<file path="config.mk">
export PLATFORM = sky130hd
export DESIGN_NAME = fetch_thread_scheduler
export DESIGN_NICKNAME = d
export VERILOG_FILES = /design/src/rtl/fetch_thread_scheduler.sv
export SDC_FILE = /design/constraint.sdc
export NUM_CORES = 1
export LEC_CHECK = 0
export BUFFER_PORTS_ARGS = -buffer_cell sky130_fd_sc_hd__buf_2
export CAP_MARGIN = 20
export CORE_UTILIZATION = 35
export DETAILED_ROUTE_END_ITERATION = 12
export PLACE_DENSITY = 0.51
export REMOVE_ABC_BUFFERS = 1
export SYNTH_ARGS = -nofsm -noshare
export SYNTH_HDL_FRONTEND = slang
export SYNTH_SLANG_ARGS = --single-unit
</file>
<file path="constraint.sdc">
create_clock -name clk -period 3.45 [get_ports clk]
set_clock_uncertainty 0.1 [all_clocks]
set_input_delay 0.69 -clock clk [delete_from_list [all_inputs] [get_ports clk]]
set_output_delay 0.69 -clock clk [all_outputs]
set_load 0.005 [all_outputs]
</file>
<file path="src/rtl/fetch_thread_scheduler.sv">
// Fetch-stage thread scheduler: holds one PC per hardware thread and picks one
// ready thread per cycle round-robin, parking threads that miss in the I-cache.
module fetch_thread_scheduler #(
    parameter int unsigned NUM_THREADS      = 4,
    parameter int unsigned ADDR_WIDTH       = 16,
    parameter int unsigned TID_WIDTH        = $clog2(NUM_THREADS),
    parameter int unsigned RESET_PC         = 0,
    parameter int unsigned THREAD_PC_STRIDE = 'h1000
) (
    input  logic                   clk,
    input  logic                   rst_n,
    input  logic [NUM_THREADS-1:0] i_thread_enable,
    input  logic                   i_stall,
    input  logic                   i_icache_miss,
    input  logic                   i_refill_done,
    input  logic [TID_WIDTH-1:0]   i_refill_thread_id,
    input  logic                   i_redirect_valid,
    input  logic [TID_WIDTH-1:0]   i_redirect_thread_id,
    input  logic [ADDR_WIDTH-1:0]  i_redirect_target,
    output logic                   o_fetch_valid,
    output logic [ADDR_WIDTH-1:0]  o_fetch_pc,
    output logic [TID_WIDTH-1:0]   o_fetch_thread_id,
    output logic [NUM_THREADS-1:0] o_parked_mask
);

    function automatic logic [ADDR_WIDTH-1:0] reset_pc(input int unsigned t);
        logic [63:0] full;
        full = 64'(RESET_PC) + 64'(t) * 64'(THREAD_PC_STRIDE);
        return full[ADDR_WIDTH-1:0];
    endfunction

    logic [ADDR_WIDTH-1:0]  pc_q [NUM_THREADS];
    logic [ADDR_WIDTH-1:0]  pc_d [NUM_THREADS];
    logic [NUM_THREADS-1:0] parked_q, parked_d;
    logic [TID_WIDTH-1:0]   sel_q, sel_d;
    logic                   valid_q, valid_d;

    logic                   accept, miss, update_sel, found;
    logic [NUM_THREADS-1:0] ready;
    logic [TID_WIDTH-1:0]   start, cand;

    always_comb begin
        accept = valid_q & ~i_stall & ~i_icache_miss;
        miss   = valid_q & ~i_stall &  i_icache_miss;

        // A redirect wins over everything for its thread, including a wrong-path miss.
        for (int t = 0; t < NUM_THREADS; t++) begin
            pc_d[t]     = pc_q[t];
            parked_d[t] = parked_q[t];
            if (i_redirect_valid && (i_redirect_thread_id == TID_WIDTH'(t))) begin
                pc_d[t]     = i_redirect_target;
                parked_d[t] = 1'b0;
            end else if (miss && (sel_q == TID_WIDTH'(t))) begin
                parked_d[t] = 1'b1;
            end else if (accept && (sel_q == TID_WIDTH'(t))) begin
                pc_d[t] = pc_q[t] + ADDR_WIDTH'(4);
            end else if (i_refill_done && (i_refill_thread_id == TID_WIDTH'(t)) && parked_q[t]) begin
                parked_d[t] = 1'b0;
            end
        end
    end

    always_comb begin
        ready      = i_thread_enable & ~parked_d;
        update_sel = ~valid_q | accept | miss;
        start      = valid_q ? sel_q + 1'b1 : sel_q;
        cand       = start;
        found      = 1'b0;
        sel_d      = sel_q;
        valid_d    = valid_q;

        // Current thread is reached last when the search starts one past it.
        if (update_sel) begin
            valid_d = |ready;
            for (int i = 0; i < NUM_THREADS; i++) begin
                cand = start + TID_WIDTH'(i);
                if (!found && ready[cand]) begin
                    found = 1'b1;
                    sel_d = cand;
                end
            end
        end
    end

    always_ff @(posedge clk or negedge rst_n) begin
        if (!rst_n) begin
            for (int t = 0; t < NUM_THREADS; t++) begin
                pc_q[t] <= reset_pc(t);
            end
            parked_q <= '0;
            sel_q    <= '0;
            valid_q  <= 1'b0;
        end else begin
            for (int t = 0; t < NUM_THREADS; t++) begin
                pc_q[t] <= pc_d[t];
            end
            parked_q <= parked_d;
            sel_q    <= sel_d;
            valid_q  <= valid_d;
        end
    end

    assign o_fetch_valid     = valid_q;
    assign o_fetch_thread_id = sel_q;
    assign o_fetch_pc        = pc_q[sel_q];
    assign o_parked_mask     = parked_q;

endmodule

</file>
==> results of run 1 <==
## layout make-up
type / instances / area (µm²) / share of cell area (%)
Clock buffer: 11 / 253 / 4.89
Clock inverter: 4 / 45.0 / 0.871
Inverter: 8 / 30.0 / 0.581
Multi-Input combinational cell: 354 / 2510 / 48.5
Sequential cell: 71 / 1780 / 34.4
Tap cell: 168 / 210 / 4.06
Timing Repair Buffer: 63 / 345 / 6.68
## synthesized netlist by cell type (3+ instances only)
| cell type | number | area [µm²] |
|---|---|---|
| and3_1 | 9 | 56.3 |
| o21ai_0 | 56 | 280 |
| mux2i_1 | 5 | 50.1 |
| xor2_1 | 23 | 201 |
| nand2_1 | 93 | 349 |
| inv_1 | 8 | 30.0 |
| and2_1 | 3 | 18.8 |
| nand3_1 | 13 | 65.1 |
| a21oi_1 | 7 | 35.0 |
| buf_4 | 4 | 30.0 |
| mux2_2 | 5 | 56.3 |
| dfrtp_1 | 67 | 1680 |
| nor2_1 | 24 | 90.1 |
| clkbuf_1 | 12 | 45.0 |
| dfstp_2 | 4 | 105 |
| xnor2_1 | 31 | 272 |
| buf_2 | 3 | 15.0 |
| o21ai_1 | 3 | 15.0 |
| nand4_1 | 9 | 56.3 |
| nand3b_1 | 4 | 30.0 |
| mux4_2 | 16 | 360 |
| nor2b_1 | 3 | 18.8 |
| and4_1 | 4 | 35.0 |
| nand4b_1 | 3 | 26.3 |
| ha_1 | 8 | 100 |
## logic make-up (layout without fill, tap and decap cells)
kind of cell | count (synthesis) | in the layout | share of synthesized area [%]
AO/OA/AOI/OAI | 82 | 82 | 12.4
XOR/XNOR | 54 | 54 | 10.7
multiplexers | 26 | 26 | 10.6
AND/OR/NAND/NOR | 184 | 184 | 20.7
buffers and inverters | 29 | 86 | 2.90
adder cells (fa/ha/maj) | 8 | 8 | 2.27
flip-flops | 71 | 71 | 40.4
## worst max path at each step
stage | startpoint | endpoint | slack (ns)
4_1_cts | o_fetch_thread_id[0] | pc_q[47] | 0.73
2_1_floorplan | o_fetch_thread_id[1] | o_fetch_thread_id[0] | 0.08
5_1_grt | o_fetch_thread_id[0] | pc_q[40] | 0.58
6_report | o_fetch_thread_id[0] | pc_q[47] | 0.76
3_3_place_gp | o_fetch_thread_id[0] | pc_q[47] | 0.75
3_5_place_dp | i_stall | pc_q[31] | 0.72
## state kept, by name (all words and copies together) (netlist names)
| signal | flops |
|---|---|
| pc_q | 64 |
| o_parked_mask | 4 |
| o_fetch_thread_id | 2 |
| o_fetch_valid | 1 |
## per-stage QoR
step                      util, %  cells
final                        42.5    679
after global routing         42.5    679
after CTS                    42.5    679
after detailed placement     40.1    664
after global placement       40.1    664
after floorplan                 -    433
## critical path, stage by stage, from the launching register on
cell      delay [ns]
dfrtp_1         0.34
buf_4           0.38
ha_1            0.25
nor4bb_1        0.38
buf_4           0.21
and2_4          0.16
nand4_2         0.23
nor3_1          0.28
xnor2_1         0.15
o21ai_1         0.07
## layer usage
metal | up-vias | wire, µm | share of wire, %
li1 | 1702 | - | -
met1 | 1685 | 5560 | 48
met4 | 0 | 139 | 1.2
met2 | 60 | 5540 | 48
met5 | - | 0 | 0
met3 | 13 | 362 | 3.1
## placed cells by master (no fill, tap or decap), types with 2 or more instances in the layout
cell / n
mux4_2: 16
o31ai_1: 2
nand4_1: 9
xor2_1: 23
dfrtp_1: 67
nor3_1: 2
clkbuf_16: 9
and4_1: 4
mux2_2: 5
and2_4: 2
buf_4: 12
xnor2_1: 31
buf_2: 51
nor2_2: 2
nand2_1: 93
o21ai_0: 56
a21oi_1: 7
nand3b_1: 4
nand3_1: 13
and3_1: 9
ha_1: 8
nand4b_1: 3
mux2i_1: 5
o211a_4: 2
o21ai_1: 3
and2_1: 3
nor2_1: 23
clkbuf_8: 2
nor2b_1: 3
dfstp_2: 4
and4bb_2: 2
clkinv_2: 3
or2_1: 2
inv_1: 8
## power breakdown
| part | internal (mW) | switching (mW) |
|---|---|---|
| combinational | 0.645 | 0.601 |
| sequential | 1.04 | 0.250 |
| clock | 0.591 | 0.348 |
| total | 2.28 | 1.20 |
==> summary.md, run 1 <==
| Metric | Value |
|---|---|
| Status | complete, no violations |
| Initial core utilization | 36.2% |
| WHS | 0.371 ns |
| GRT met1 Usage | 25.9% |
| Arrival time at the worst endpoint | 2.80 ns |
| Drt drc | 0 |
| RSZ-0062 raised after global routing | no |
| Class of the worst hold path | register to register |
| Worst r2r src | o_fetch_thread_id[0] |
| Post-layout min period | 2.69 ns |
| Worst R2R End | pc_q[47] |
| Total power | 3.48 mW |
| GRT Total Usage | 19.2% |
| Fin area | 0.00517 mm² |
| Core Area | 0.0122 mm² |
| Setup crit start kind | register |
| Sink Count | 71 |
| Post-synth EDFFs | 0 |
| CTS tree | built |
| Detailed Route WL | 11.6 mm |
| CTS Buf Count | 9 |
| Post-synth ARST share | 100% |
| Gpl congestion | 0.781 |
| Ports | 53 |
| CTS Hold Buffers Added | 0 |
| Gr busiest metal | met2 |
| Final ANT Viol Nets | 0 |
| Place WS | 0.716 ns |
| Hold_sp | pc_q[17] |
| Placement Cell Area | 0.00487 mm² |
| Syn Area/Cell | 9.71 µm² |
| Vias in the first global route | 3437 |
| Hold depth | 2 |
| CP Capture Type | register |
| Final setup fails | 0 |
| Pre-antenna DRT Iters | 4 |
| Worst-path fanout max | 24 |
| Via count | 3460 |
| Synth warnings | 0 |
| Fraction of final layout cells sized beyond drive strength 1 | 23.7% |
| Die Ht | 114 µm |
| Pwr/cell area | 672 mW/mm² |
| Root Buffer Master | clkbuf_16 |
| GRT overflow | 0 |
| Count of final hold-check violations | 0 |
| Netlist cell types | 54 |
| Max-slew violation count | 0 |
| Synth Register Bits | 71 |
| Clock Latency Late Sink | 0.33 ns |
| Critical Path RT | 3.56 ns |
| Final WS setup | 0.762 ns |
| First-pass GRT wire length | 18.8 mm |
| Die Wd | 114 µm |
| Buffer count from post-CTS setup fixing | 0 |
| Met3 Use GR | 3.97% |
| I/O Buffers | 52 |
| Hold Crit Endpoint | pc_q[17] |
| Post-synthesis sequential area ratio | 40.4% |
| CTS clk-pin slew, worst paths | 0.06 ns |
| Cts repair resizes | 0 |
| Vias per inst | 5.10 |
| Normalized max-slew margin | 37.5% |
| Setup tns final | 0 ns |
| FP Rows | 40 |
| N_diodes | 0 |
| Initial antenna violation count | 0 |
| Measured slew at the worst slew-check pin | 0.937 ns |
| Maximum clock rate | 372 MHz |
| H-Tree Level Count | 3 |
| Met2 Usage GRT | 31.4% |
| Layout Area Growth over Synthesis | 17.3% |
| Detailed Route Iter0 Violations | 184 |
| Max-cap viol count | 0 |
| Final HPWL DP | 8.24 mm |
| R2R cell count | 9 |
| Critical Setup Path Class | register to register |
| Peak VDD IR | 0.000330 V |
| Synthesized area | 0.00441 mm² |
| Pin count of the biggest net entering global routing | 72 |
| WL/cell | 17.1 µm |
| Clock Tree Buf Depth | 2 |
| Flop-to-flop setup slack | 0.76 ns |
| Post-route clock period utilization | 77.9% |
| Pleak | 2.08 nW |
| Top_reg_cell synth | dfrtp_1 |
| Layout fillers | 1184 |
| Die Area | 0.0130 mm² |
| Cells after synthesis | 454 |
| Nets | 545 |
Power figures use the tool's default switching activity.
==> run 2, diff against run 1 <==
PLACE_DENSITY = 0.52   (was 0.51)
clock period = 2.2 ns   (was 3.45 ns; I/O delays follow)
==> summary.md, run 2 (synthesized netlist as in run 1, its figures left out) <==
| Metric | Value |
|---|---|
| Die Wd | 114 µm (unchanged) |
| Detailed Route WL | 12.6 mm (was 11.6 mm) |
| Worst R2R End | o_fetch_thread_id[0] (was pc_q[47]) |
| Maximum clock rate | 442 MHz |
| Class of the worst hold path | input port to register (was register to register) |
| Ports | 53 (unchanged) |
| Max-cap viol count | 0 (unchanged) |
| Critical Path RT | 1.66 ns (was 3.56 ns) |
| Arrival time at the worst endpoint | 1.72 ns (was 2.80 ns) |
| Commonest non-fill, non-tap cell in the layout | nand2_1 (unchanged) |
| Setup crit start kind | register (unchanged) |
| H-Tree Level Count | 3 (unchanged) |
| Die Area | 0.0130 mm² (unchanged) |
| GRT Total Usage | 20.4% (was 19.2%) |
| Failing checks | setup timing |
| Post-route clock period utilization | 103% |
| Most frequent cells in the layout | nand2_1 (92), dfrtp_1 (65), buf_2 (52) (was nand2_1 (93), dfrtp_1 (67), o21ai_0 (56)) |
| FP Rows | 40 (unchanged) |
| Multi-input gate area | 0.00267 mm² (was 0.00251 mm²) |
| Top reg by flops | pc_q (unchanged) |
| R2R cell count | 9 (unchanged) |
| Via count | 3722 (was 3460) |
| Register area | 0.00178 mm² (about the same) |
| Gpl congestion | 0.926 (was 0.781) |
| Final ANT Viol Nets | 0 (unchanged) |
| Worst r2r src | o_fetch_thread_id[1] (was o_fetch_thread_id[0]) |
| Largest register FFs | 64 (unchanged) |
| Clock Latency Late Sink | 0.34 ns (was 0.33 ns) |
| Final setup fails | 11 (was 0) |
| Initial antenna violation count | 0 (unchanged) |
| Final HPWL DP | 8.96 mm (was 8.24 mm) |
| Nets | 586 (was 545) |
| Detailed Route Iter0 Violations | 213 (was 184) |
| Fraction of final layout cells sized beyond drive strength 1 | 34.5% (was 23.7%) |
| Status | complete, but fails checks (was complete, no violations) |
| I/O Buffers | 52 (unchanged) |
| Drt drc | 0 (unchanged) |
| Worst-path fanout max | 5 (was 24) |
| Family with the most delay on the worst path | multiplexers (was simple AND/OR/NAND/NOR gates) |
| Pwr/cell area | 1080 mW/mm² (was 672 mW/mm²) |
| Place WS | -0.0692 ns (was 0.716 ns) |
| Max stage delay on crit path | 0.50 ns (was 0.38 ns) |
| WL/cell | 17.5 µm (was 17.1 µm) |
| Die Ht | 114 µm (unchanged) |
| First-pass GRT wire length | 20.1 mm (was 18.8 mm) |
| GRT overflow | 0 (unchanged) |
| N_diodes | 0 (unchanged) |
| CP Capture Type | output pin (was register) |
| Peak VDD IR | 0.000504 V (was 0.000330 V) |
| Measured slew at the worst slew-check pin | 0.371 ns (was 0.937 ns) |
| Critical Setup Path Class | register to output pin (was register to register) |
| Pleak | 2.34 nW (was 2.08 nW) |
| Initial core utilization | 36.2% (unchanged) |
| WHS | 0.243 ns (was 0.371 ns) |
| Pre-antenna DRT Iters | 4 (unchanged) |
| Clock Tree Buf Depth | 2 (unchanged) |
| Vias in the first global route | 3743 (was 3437) |
| Vias per inst | 5.16 (was 5.10) |
| CTS Buf Count | 9 (unchanged) |
| CTS tree | built (unchanged) |
| Hold_sp | i_redirect_target[13] (was pc_q[17]) |
| Final WS setup | -0.0641 ns (was 0.762 ns) |
| Max-slew violation count | 0 (unchanged) |
| Hold Crit Endpoint | pc_q[29] (was pc_q[17]) |
| Normalized max-slew margin | 75.2% (was 37.5%) |
| RSZ-0062 raised after global routing | yes (was no) |
| Worst path bufs/invs | 3 (was 2) |
| Pin count of the biggest net entering global routing | 37 (was 72) |
| CTS clk-pin slew, worst paths | 0.06 ns (about the same) |
| Setup tns final | -0.465 ns (was 0 ns) |
| Worst path cell trace | buf_6 > clkbuf_16 > mux4_2 > buf_2 (was buf_4 > ha_1 > nor4bb_1 > buf_4 > and2_4 > nand4_2 > nor3_1 > xnor2_1 > o21ai_1) |
| Count of final hold-check violations | 0 (unchanged) |
| Post-layout min period | 2.26 ns |
| Flop-to-flop setup slack | -0.05 ns (was 0.76 ns) |
| Root Buffer Master | clkbuf_16 (unchanged) |
| Core Area | 0.0122 mm² (unchanged) |
| Layout Area Growth over Synthesis | 31.5% (was 17.3%) |
| Critical-path top delay cell | mux4_2 (was buf_4) |
| Layout fillers | 1185 (was 1184) |
| Sink Count | 71 (unchanged) |
| Hold depth | 3 (was 2) |
==> run 2: cell count changes in the layout (fill, tap and decap cells not counted), moves of 8 or more <==
cell     before  now
nor2_2        2   10
nor2_1       23   13
o21ai_1       3   11
o21ai_0      56   47
buf_4        12   42
==> run 2: stage by stage <==
stage          power, mW  util, %  cell area, µm²  std cells
6_report            6.26     47.6            5790        721
2_1_floorplan       3.24        -            4310        433
3_5_place_dp        4.14     41.9            5090        690
5_1_grt             6.63     47.6            5790        721
4_1_cts             5.92     45.2            5500        709
3_3_place_gp        4.08     41.9            5090        690
==> run 2: worst min-delay path, stage by stage <==
cell and delay [ns]:
buf_2 0.13, nand2_1 0.05, o21ai_1 0.05
==> run 2: how the worst max path moves through the flow <==
stage | cells past startpoint | from | slack [ns] | endpoint
detailed placement | 9 | o_fetch_thread_id[1] | -0.07 | o_fetch_thread_id[0]
floorplan | 7 | o_fetch_thread_id[1] | -1.17 | o_fetch_thread_id[0]
CTS | 4 | o_fetch_thread_id[1] | -0.05 | o_fetch_pc[7]
global route | 4 | o_fetch_thread_id[1] | -0.11 | o_fetch_pc[3]
global placement | 9 | o_fetch_thread_id[1] | 0.003 | o_fetch_thread_id[0]
finish | 4 | o_fetch_thread_id[1] | -0.06 | o_fetch_pc[3]
==> run 2: timing repair <==
action	CTS	global route
hold endpoints to repair	9	0
pin swaps	4	16
resized for setup	10	48
cloned	0	2
setup buffers	2	11
setup endpoints to repair	16	41
hold buffers	1	0
==> run 2: area by class of cell <==
type,count,share of cell area [%]
well taps,168,3.63
flip-flops and latches,71,30.8
multi-input cells,354,46.1
clock buffers,12,4.60
repair buffers,104,12.9
inverters,8,0.605
clock inverters,4,1.32
==> run 2: metal layers <==
layer	vias to the layer above	track usage [%]	routed length, µm
met5	-	0	0
met2	90	34.1	6140
met4	0	5.80	171
li1	1790	-	-
met3	11	4.13	530
met1	1831	26.9	5790
==> run 2: report_power, final <==
group / switching (mW) / internal (mW) / total (mW) / leakage, nW
sequential: 0.440 / 1.64 / 2.08 / 0.866
combinational: 1.11 / 1.40 / 2.51 / 1.31
clock: 0.582 / 1.09 / 1.67 / 0.165
==> run 3, diff against run 2 <==
GPL_TIMING_DRIVEN = 0   (was unset)
==> summary.md, run 3 (synthesized netlist as in run 1, its figures left out) <==
| Metric | Value |
|---|---|
| Final ANT Viol Nets | 0 (unchanged) |
| Drt drc | 0 (unchanged) |
| Max-cap viol count | 0 (unchanged) |
| Pin count of the biggest net entering global routing | 52 (was 37) |
| Clock Latency Late Sink | 0.33 ns (was 0.34 ns) |
| Commonest non-fill, non-tap cell in the layout | nand2_1 (unchanged) |
| CTS clk-pin slew, worst paths | 0.06 ns (about the same) |
| Initial core utilization | 36.2% (unchanged) |
| Via count | 3687 (was 3722) |
| Count of final hold-check violations | 0 (unchanged) |
| Setup crit start kind | register (unchanged) |
| Pwr/cell area | 1030 mW/mm² (was 1080 mW/mm²) |
| WL/cell | 17.3 µm (was 17.5 µm) |
| Ports | 53 (unchanged) |
| Post-layout util | 49.3% (was 47.6%) |
| Placement Cell Area | 0.00496 mm² (was 0.00509 mm²) |
| WHS | 0.246 ns (was 0.243 ns) |
| Gr busiest metal | met2 (unchanged) |
| H-Tree Level Count | 3 (unchanged) |
| RSZ-0062 raised after global routing | yes (unchanged) |
| N_diodes | 0 (unchanged) |
| Die Ht | 114 µm (unchanged) |
| Vias in the first global route | 3703 (was 3743) |
| Peak VDD IR | 0.000442 V (was 0.000504 V) |
| Met2 Usage GRT | 34.6% (was 34.1%) |
| Detailed Route Iter0 Violations | 244 (was 213) |
| Vias per inst | 5.15 (was 5.16) |
| Setup tns final | -3.16 ns (was -0.465 ns) |
| Die Area | 0.0130 mm² (unchanged) |
| Initial antenna violation count | 0 (unchanged) |
| Final WS setup | -0.222 ns (was -0.0641 ns) |
| Largest register FFs | 64 (unchanged) |
| Root Buffer Master | clkbuf_16 (unchanged) |
| CTS tree | built (unchanged) |
| Die Wd | 114 µm (unchanged) |
| Pleak | 2.37 nW (was 2.34 nW) |
| Most frequent cells in the layout | nand2_1 (90), dfrtp_1 (65), buf_2 (51) (was nand2_1 (92), dfrtp_1 (65), buf_2 (52)) |
| Class of the worst hold path | input port to register (unchanged) |
| Layout fillers | 1120 (was 1185) |
| Clock Tree Buf Depth | 2 (unchanged) |
| Worst R2R End | o_fetch_thread_id[1] (was o_fetch_thread_id[0]) |
| Maximum clock rate | 413 MHz (was 442 MHz) |
| R2R cell count | 10 (was 9) |
| Status | complete, but fails checks (unchanged) |
| Fin area | 0.00600 mm² (was 0.00579 mm²) |
| Core Area | 0.0122 mm² (unchanged) |
| Top reg by flops | pc_q (unchanged) |
| GRT met1 Usage | 25.6% (was 26.9%) |
| Multi-input gate area | 0.00286 mm² (was 0.00267 mm²) |
| Layout Area Growth over Synthesis | 36.0% (was 31.5%) |
| GRT overflow | 0 (unchanged) |
| Post-layout min period | 2.42 ns (was 2.26 ns) |
| Flop-to-flop setup slack | -0.22 ns (was -0.05 ns) |
| Max-slew violation count | 0 (unchanged) |
| FP Rows | 40 (unchanged) |
| Total power | 6.18 mW (was 6.26 mW) |
| Measured slew at the worst slew-check pin | 0.655 ns (was 0.371 ns) |
| Final HPWL DP | 8.41 mm (was 8.96 mm) |
| Worst r2r src | o_fetch_thread_id[0] (was o_fetch_thread_id[1]) |
| Met3 Use GR | 3.49% (was 4.13%) |
| Crit path to | o_fetch_thread_id[1] (was o_fetch_pc[3]) |
| Critical Setup Path Class | register to register (was register to output pin) |
| Critical Path RT | 2.37 ns (was 1.66 ns) |
| Detailed Route WL | 12.4 mm (was 12.6 mm) |
| Failing checks | setup timing (unchanged) |
| Register area | 0.00179 mm² (was 0.00178 mm²) |
| Pre-antenna DRT Iters | 4 (unchanged) |
| GRT Total Usage | 20.0% (was 20.4%) |
| Post-route clock period utilization | 110% (was 103%) |
| Nets | 581 (was 586) |
| Fraction of final layout cells sized beyond drive strength 1 | 37.4% (was 34.5%) |
| Worst-path fanout max | 4 (was 5) |
| First-pass GRT wire length | 19.7 mm (was 20.1 mm) |
| CTS Buf Count | 9 (unchanged) |
| I/O Buffers | 52 (unchanged) |
| Crit. Startpoint | o_fetch_thread_id[0] (was o_fetch_thread_id[1]) |
| Normalized max-slew margin | 56.3% (was 75.2%) |
| Final setup fails | 31 (was 11) |
| Arrival time at the worst endpoint | 2.59 ns (was 1.72 ns) |
| Sink Count | 71 (unchanged) |
| CP Capture Type | register (was output pin) |
| Gpl congestion | 0.792 (was 0.926) |
## run 3: cell types whose count changed in the layout (fill, tap and decap cells not counted), sizes merged
cell      delta
clkinvlp     -1
clkbuf       -1
inv          -1
buf          -3
clkinv       +2
bufinv       -1
## run 3: worst max-delay path: stages, from the launching register on
cell and delay (ns):
dfrtp_4 0.50, buf_16 0.15, clkinv_8 0.04, buf_6 0.08
ha_4 0.12, and3b_2 0.23, nand2_2 0.09, o211a_4 0.27
o41ai_4 0.47, buf_4 0.18, o31a_1 0.13
## run 3: how the worst min path moves through the flow
stage,end,slack [ns],cells after the start,start
after global placement,pc_q[32],0.35,2,pc_q[32]
after global routing,pc_q[33],0.27,3,i_redirect_target[1]
after CTS,pc_q[44],0.23,3,i_redirect_target[12]
final,pc_q[13],0.25,3,i_redirect_target[13]
after detailed placement,pc_q[63],0.26,1,rst_n
after floorplan,o_fetch_thread_id[0],0.04,0,rst_n
## run 3: through the flow
stage                     cells  setup slack (ns)
after floorplan             433             -1.17
after global placement      653             -2.32
after detailed placement    661             -1.04
after CTS                   702            -0.247
after global routing        716            -0.290
final                       716            -0.222
## run 3: timing repair
item,in CTS,in global routing
setup buffers,25,17
hold buffers,1,0
gates cloned,0,0
setup endpoints to repair,72,52
hold endpoints to repair,18,0
resized for setup,72,49
pin swaps,17,25
## run 3: layout make-up
cell class | instances | area share, %
clock inverters | 3 | 0.668
repair buffers | 99 | 13.0
inverters | 8 | 0.793
flip-flops and latches | 71 | 29.8
well taps | 168 | 3.51
multi-input cells | 354 | 47.7
clock buffers | 13 | 4.51
## run 3: per-layer routing
| layer | part of all wire, % | vias up | wire, µm |
|---|---|---|---|
| li1 | - | 1779 | - |
| met1 | 45 | 1828 | 5590 |
| met2 | 50 | 67 | 6200 |
| met3 | 3.0 | 13 | 368 |
| met4 | 1.6 | 0 | 203 |
| met5 | 0 | - | 0 |
## run 3: power by group
group	internal [mW]	leakage (nW)	switching, mW	total (mW)
logic	1.44	1.35	1.14	2.58
registers	1.65	0.866	0.426	2.07
clock network	0.967	0.156	0.554	1.52
